$ cat src/rtl/disk_nib_stream.sv
// disk_nib_stream
// ----------------------------------------------------------------------------
// Rotating-disk emulation for one NIB track held in an external buffer.
// Presents one track byte per disk byte-time to the Disk II controller and
// wraps continuously like a spinning track. Rotation freezes while the motor
// is off or while the track loader is filling the buffer.
//
// Optional write-back path: define DISK_WRITE_EN to let the controller write
// bytes into the buffer at the head position (and flag the track dirty).
// Without it the block is read-only and the write-side inputs are ignored.
//
// Ports:
//   clk_sys    in   system clock
//   reset_n    in   asynchronous active-low reset
//   motor_on   in   drive motor running
//   load_busy  in   track loader busy; rotation frozen
//   ram_addr   out  track buffer address (always equals pos)
//   ram_dout   in   track buffer read data (1-cycle read latency)
//   ram_din    out  track buffer write data
//   ram_we     out  track buffer write strobe (one-cycle pulse)
//   rd_data    out  latched disk byte, bit7 = byte ready
//   rd_ack     in   controller consumed rd_data (clears bit7)
//   wr_mode    in   controller in write mode
//   wr_data    in   byte from controller data latch
//   wr_load    in   strobe capturing wr_data
//   pos        out  current byte position
//   dirty      out  buffer modified since last dirty_clr
//   dirty_clr  in   clear dirty
// ----------------------------------------------------------------------------
module disk_nib_stream #(
    parameter int unsigned TRACK_LEN   = 6656,
    parameter int unsigned BYTE_CYCLES = 458,
    parameter int unsigned AW          = 13
) (
    input  logic          clk_sys,
    input  logic          reset_n,
    input  logic          motor_on,
    input  logic          load_busy,
    output logic [AW-1:0] ram_addr,
    input  logic [7:0]    ram_dout,
    output logic [7:0]    ram_din,
    output logic          ram_we,
    output logic [7:0]    rd_data,
    input  logic          rd_ack,
    input  logic          wr_mode,
    input  logic [7:0]    wr_data,
    input  logic          wr_load,
    output logic [AW-1:0] pos,
    output logic          dirty,
    input  logic          dirty_clr
);

    localparam int unsigned DW = (BYTE_CYCLES > 1) ? $clog2(BYTE_CYCLES) : 1;

    typedef enum logic [1:0] {IDLE, SPIN, FETCH, LATCH} state_t;

    state_t        state;
    logic [DW-1:0] div;
    logic          run;
    logic          at_end;
    logic [AW-1:0] pos_next;

    assign run      = motor_on & ~load_busy;
    assign at_end   = (div == DW'(BYTE_CYCLES - 1));
    assign pos_next = (pos == AW'(TRACK_LEN - 1)) ? '0 : pos + 1'b1;
    assign ram_addr = pos;

`ifdef DISK_WRITE_EN
    logic       wr_pend;
    logic [7:0] wr_buf;
`else
    logic unused_wr;
    assign unused_wr = ^{wr_mode, wr_data, wr_load, dirty_clr};
    assign ram_we    = 1'b0;
    assign ram_din   = '0;
    assign dirty     = 1'b0;
`endif

    // The divider runs in every state while rotation is enabled, so the
    // FETCH/LATCH access never stretches the byte period. BYTE_CYCLES >= 4
    // guarantees the divider cannot reach its terminal count in FETCH/LATCH.
    // Later non-blocking assignments in the LATCH branch override the
    // earlier rd_ack / wr_load / dirty_clr updates, giving the new byte,
    // the write and the dirty set priority.
    always_ff @(posedge clk_sys or negedge reset_n) begin
        if (!reset_n) begin
            state   <= IDLE;
            div     <= '0;
            pos     <= '0;
            rd_data <= '0;
`ifdef DISK_WRITE_EN
            ram_we  <= 1'b0;
            ram_din <= '0;
            dirty   <= 1'b0;
            wr_pend <= 1'b0;
            wr_buf  <= '0;
`endif
        end else begin
            if (run) begin
                div <= at_end ? '0 : div + 1'b1;
            end

            if (rd_ack) begin
                rd_data[7] <= 1'b0;
            end

`ifdef DISK_WRITE_EN
            ram_we <= 1'b0;
            if (wr_load) begin
                wr_buf  <= wr_data;
                wr_pend <= 1'b1;
            end
            if (dirty_clr) begin
                dirty <= 1'b0;
            end
`endif

            case (state)
                IDLE, SPIN: begin
                    if (!run) begin
                        state <= IDLE;
                    end else if (at_end) begin
                        pos   <= pos_next;
                        state <= FETCH;
                    end else begin
                        state <= SPIN;
                    end
                end
                // Address already equals the new pos; the buffer returns
                // its byte during LATCH. An access in flight always finishes.
                FETCH: state <= LATCH;
                LATCH: begin
`ifdef DISK_WRITE_EN
                    // The write strobe lands in the cycle after LATCH so a
                    // wr_load arriving during LATCH is still written; pos
                    // cannot move before then.
                    if (wr_mode) begin
                        ram_we  <= 1'b1;
                        ram_din <= wr_load ? wr_data :
                                   (wr_pend ? wr_buf : 8'hFF);
                        wr_pend <= 1'b0;
                        dirty   <= 1'b1;
                    end else begin
                        rd_data <= ram_dout;
                    end
`else
                    rd_data <= ram_dout;
`endif
                    state <= run ? SPIN : IDLE;
                end
                default: state <= IDLE;
            endcase
        end
    end

endmodule
$ cat config.mk
export PLATFORM = sky130hd
export DESIGN_NAME = disk_nib_stream
export DESIGN_NICKNAME = d
export VERILOG_FILES = /design/src/rtl/disk_nib_stream.sv
export SDC_FILE = /design/constraint.sdc
export NUM_CORES = 1
export LEC_CHECK = 0
export ABC_AREA = 1
export CAP_MARGIN = 20
export CORE_AREA = 4 4 71 73
export DETAILED_ROUTE_END_ITERATION = 7
export DIE_AREA = 0 0 75 77
export PLACE_DENSITY = 0.81
export REMOVE_ABC_BUFFERS = 1
export SYNTH_ARGS = -nofsm -noshare
export SYNTH_HDL_FRONTEND = slang
export SYNTH_SLANG_ARGS = --single-unit
$ cat constraint.sdc
create_clock -name clk_sys -period 1.7 [get_ports clk_sys]
set_clock_uncertainty 0.05 [all_clocks]
set_input_delay 0.425 -clock clk_sys [delete_from_list [all_inputs] [get_ports clk_sys]]
set_output_delay 0.425 -clock clk_sys [all_outputs]
set_load 0.05 [all_outputs]
Word-level counts from Yosys, hierarchy flattened
Index checks and enable logic that the tools add are counted. W data, S select, Z words.

Register bits: 32. Output and inout bits: 44.

$add $sub $neg: 2. Equal/unequal tests: 5. Muxes and demuxes: 8. Bitwise logic cells: 2. Reductions and logical operators: 4.

Operator list (number): $add A13 B1 Y13 const B (1); $eq A13 B13 Y1 const B (1); $mux W13 (1); $add A9 B1 Y9 const B (1); $eq A9 B9 Y1 const B (1); $mux W9 (1); $mux W8 (1); $pmux W2 S3 (1); $eq A2 B2 Y1 const B (2); $mux W2 (2); $reduce_and A3 Y1 (1); $eq A2 B1 Y1 const B (1); $logic_not A2 Y1 (1); $mux W1 (2); $reduce_bool A2 Y1 (1); $reduce_or A2 Y1 (1); $and A1 B1 Y1 (1); $not A1 Y1 (1).

Logic depth before layout (Yosys ltp)
Depth after elaboration: 4. Mapped depth: 9. Depth with buffers taken out: 9.

Least setup slack after synthesis
OpenSTA, ideal clock, no wires.

Kind: reg2reg. Start point: reg pos[0]. End point: reg pos[0]. Library setup time: 0.118 ns. Arrival time: 1.642 ns. Data required time: 1.532 ns. Path slack: -0.111 ns. Stages on the path, launching flop included: 9. Path buffers: 0. Period minus slack after synthesis: 1.811 ns. Cell sequence: dfrtp_1 > ha_1 > nand2_1 > nor2_2 > nand2_2 > nor2_4 > nor2_1 > nand2_1 > nand2_1.

Word-level cells in the longest chain between the ends: 2. Elaborated cells on any way between the ends: 3. Classes of those cells: 1 x add/sub; 1 x eq/ne; 1 x mux.

RTL lines: start, declared (RTL line 48) `output logic [AW-1:0] pos,`; start signal, assigned (RTL line 123) `pos <= pos_next;`; $add A13 B1 Y13 / $eq A13 B13 Y1 (equally long branches) (RTL line 65) `assign pos_next = (pos == AW'(TRACK_LEN - 1)) ? '0 : pos + 1'b1;`; $mux W13 (*) (RTL line 65).

Mark *: on every way between the ends. The rest lies on a longest branch, timed or not. A chain may end at the register's enable or synchronous reset.

Worst setup path in the final report
Start point: in motor_on. End point: reg div[8].

Word-level cells in the longest chain between the ends: 1.

RTL lines: start, declared (RTL line 37) `input logic motor_on,`; $and A1 B1 Y1 (RTL line 63) `assign run = motor_on & ~load_busy;`; end signal, assigned (RTL line 100) `div <= at_end ? '0 : div + 1'b1;`; end, declared (RTL line 58) `logic [DW-1:0] div;`.

Every way passes these cells.

==> results by group <==
Global route
  • Global route hottest layer: met2
  • GRT Total Usage: 0.160
  • Met1 GRT Util: 0.193
  • Grt total ovfl: 0
  • Largest net degree at the start of global routing: 33
  • First-pass GRT wire length: slightly above 7000 um
  • GRT met2 Usage: 0.255
  • Initial antenna violation count: 0
  • Vias in the first global route: 1666
  • Met3 Use GR: 0.0523

Worst hold path
  • Hold/Removal Path Class: in -> async

Clock tree
  • Htree depth: 2
  • Clk sink count: 32
  • Post-CTS Hold Fix Bufs: 0
  • CTS Buf Count: 5
  • Clock buffer depth: 2
  • Clock transition at the registers of the reported paths: 0.06 ns
  • Worst skew pair latency: ~0.29 ns
  • CTS tree: done
  • CTS Root Cell: clkbuf_8

Layout
  • # nets final: 334
  • Fillers: 322
  • Layout cells sized above 1: 0.266
  • Diodes inserted: 0
  • Multi-input combinational cell area: ~930 um2
  • Area growth syn-to-layout: 48.8%
  • Final core utilization: 0.669
  • Reg area: roughly 800 um2
  • Final non-filler cell total: 360

Detailed routing
  • Detailed Route Iter0 Violations: a little under 60
  • Total Routed Length: ~4400 um
  • DRC viols: 0
  • DRT antenna net count: 0
  • WL/cell: around 12 um
  • TritonRoute pass-1 iters: 5
  • Vias: approximately 1800
  • Drt via density: around 5

Job
  • MaxCap Viol Count: 0

Logic synthesis
  • Seq/Total Area, Yosys: 0.409
  • Dominant cells by area after synthesis: dfrtp_1 41%, nand2_1 16%, buf_4 8.8%, nand3_1 4.9%, inv_1 4.4%
  • Avg Inst Size Synth: between 7 and 8 um2
  • Netlist cell types: 29
  • Mapped Area: between 1500 and 2000 um2
  • Synth Warn #: 0
  • Synth area leader: dfrtp_1
  • Yosys top cell area share: 0.409
  • Syn Inst Count: ~250
  • Number of synthesized flops with an enable pin: 0
  • Primary FF master, synth: dfrtp_1
  • Synth async-reset ratio: 1.00
  • Synth top cells by count: 84 x nand2_1, 32 x dfrtp_1, 23 x buf_4, 23 x inv_1, 23 x nor2_1
  • FF+latch count, synth: 32
  • Count leader, synth: nand2_1

Power and ir drop
  • Share of power burned in registers: 0.466
  • Switching power: 0.000641 W
  • Cell internal pwr: 0.00132 W
  • Switching Share: 0.327
  • PwrDens: roughly 670 nW/um2
  • Combinational share of power: 0.225
  • Clk network pwr share: 0.310
  • P_leak: approximately 1.4 nW
  • Worst VDD drop: between 0.5 and 0.6 mV

Worst setup path
  • Crit path DAT: around 1.8 ns
  • Worst EP required: about 1.9 ns
  • Critical Path Start Type: input pin
  • CP Max Fanout: 5
  • Critical path type: in -> reg
  • Worst Setup End Kind: flop

Floorplanning
  • Initial Util: 0.450
  • IO Pins: between 60 and 70
  • Die area: just under 6000 um2
  • Core ar.: roughly 4400 um2
  • Row cnt: 24
  • Die X-Extent: between 70 and 80 um
  • Die Span Y: 77 um

Placed design
  • Cells after DPL: 350
  • Buffers on Ports: 46
  • Final HPWL DP: roughly 3400 um
  • Final GP Congestion: between 0.8 and 0.9
  • Place WS: -0.157 ns

Timing
  • Max-slew violations: 0
  • Setup violations, final: 0
  • Fmax: 626 MHz
  • Period utilization: 0.940
  • Slack of the critical path: roughly 0.10 ns
  • Fin crit period: roughly 1.6 ns
  • Hold Vio Cnt, Final: 0

Outcome
  • Status: complete, no violations
timing repair:
action | 4_1_cts | 5_1_grt
setup buffers | 0 | 2
endpoints found under the setup margin | 0 | 6
resized for setup | 0 | 3
placed cells by master (no fill, tap or decap), types with 3 or more instances in the layout:
cell             Yosys  routed
a21oi_1              5       5
buf_12               0      35
buf_4               23      13
clkbuf_8             0       6
clkdlybuf4s50_1      0      12
clkinv_2             1       3
conb_1               1      10
dfrtp_1             32      32
ha_1                 3       3
inv_1               23      23
inv_2                4       4
mux2_2               7       7
nand2_1             84      84
nand3_1             19      18
nand4_1              3       3
nor2_1              23      23
nor2_2               4       3
nor2_4               4       5
o21ai_0              3       3
critical path: stages:
cell	delay (ns)
clkdlybuf4s50_1	0.48
inv_1	0.07
nor2_4	0.16
buf_4	0.17
nand2_4	0.05
nor2_4	0.14
nand3_1	0.09
nand2_1	0.06
inv_1	0.03
nor2_1	0.09
cell type report:
class                   instances  area share
repair buffers                 60       0.315
inverters                      28      0.0365
flip-flops and latches         32       0.275
clock inverters                 2     0.00343
clock buffers                   6      0.0283
well taps                      52      0.0223
multi-input cells             180       0.319
path summary, 6_finish.rpt:
kind / startpoint / end / slack [ns] / cells past startpoint
max in group asynchronous: reset_n / state[0] / 0.98 / 2
min in group clk_sys: div[7] / div[7] / 0.48 / 2
worst min register to register: div[7] / div[7] / 0.48 / 2
worst max-delay path: motor_on / div[8] / 0.10 / 10
worst min-delay path: reset_n / div[5] / 0.44 / 2
worst max register to register: div[1] / pos[9] / 0.16 / 8
stage by stage:
stage                     cell area, um2  hold WS [ns]   TNS (ns)  total power [W]
after global routing                2910         0.465  -0.000997          0.00206
after detailed placement            2790         0.433      -1.46          0.00135
final                               2910         0.440          0          0.00196
after global placement              2790         0.422     -0.920          0.00133
after CTS                           2880         0.452          0          0.00196
after floorplan                     1820        0.0794      -4.87          0.00120
power groups by stage:
stage          Sequential [W]  Clock [W]  Combinational [W]
5_1_grt              0.000922   0.000650           0.000489
6_report             0.000913   0.000608           0.000441
3_3_place_gp         0.000922          0           0.000409
3_5_place_dp         0.000924          0           0.000426
4_1_cts              0.000912   0.000620           0.000427
2_1_floorplan        0.000935          0           0.000264
cell families (layout without fill, tap and decap cells):
| logic type | Yosys count | count (layout) | share of synthesized area |
|---|---|---|---|
| simple gates | 143 | 143 | 0.332 |
| buf+inv | 51 | 96 | 0.142 |
| flops | 32 | 32 | 0.409 |
| compound gates | 14 | 14 | 0.0415 |
| mux | 7 | 7 | 0.0403 |
| fa+ha+maj | 3 | 3 | 0.0192 |
| xor+xnor | 3 | 3 | 0.0134 |
| other cells | 1 | 10 | 0.00192 |
sequential cells by signal, indices dropped and copies added, names as in the netlist:
| register | cells |
|---|---|
| rd_data | 8 |
| state | 2 |
| pos | 13 |
| div | 9 |
routing by layer:
layer | share of wire | wire (um)
met4 | 0.022 | 95
met2 | 0.47 | 2060
met5 | 0 | 0
met3 | 0.087 | 381
met1 | 0.42 | 1830
Note: power is estimated with default switching activity, not from simulation.
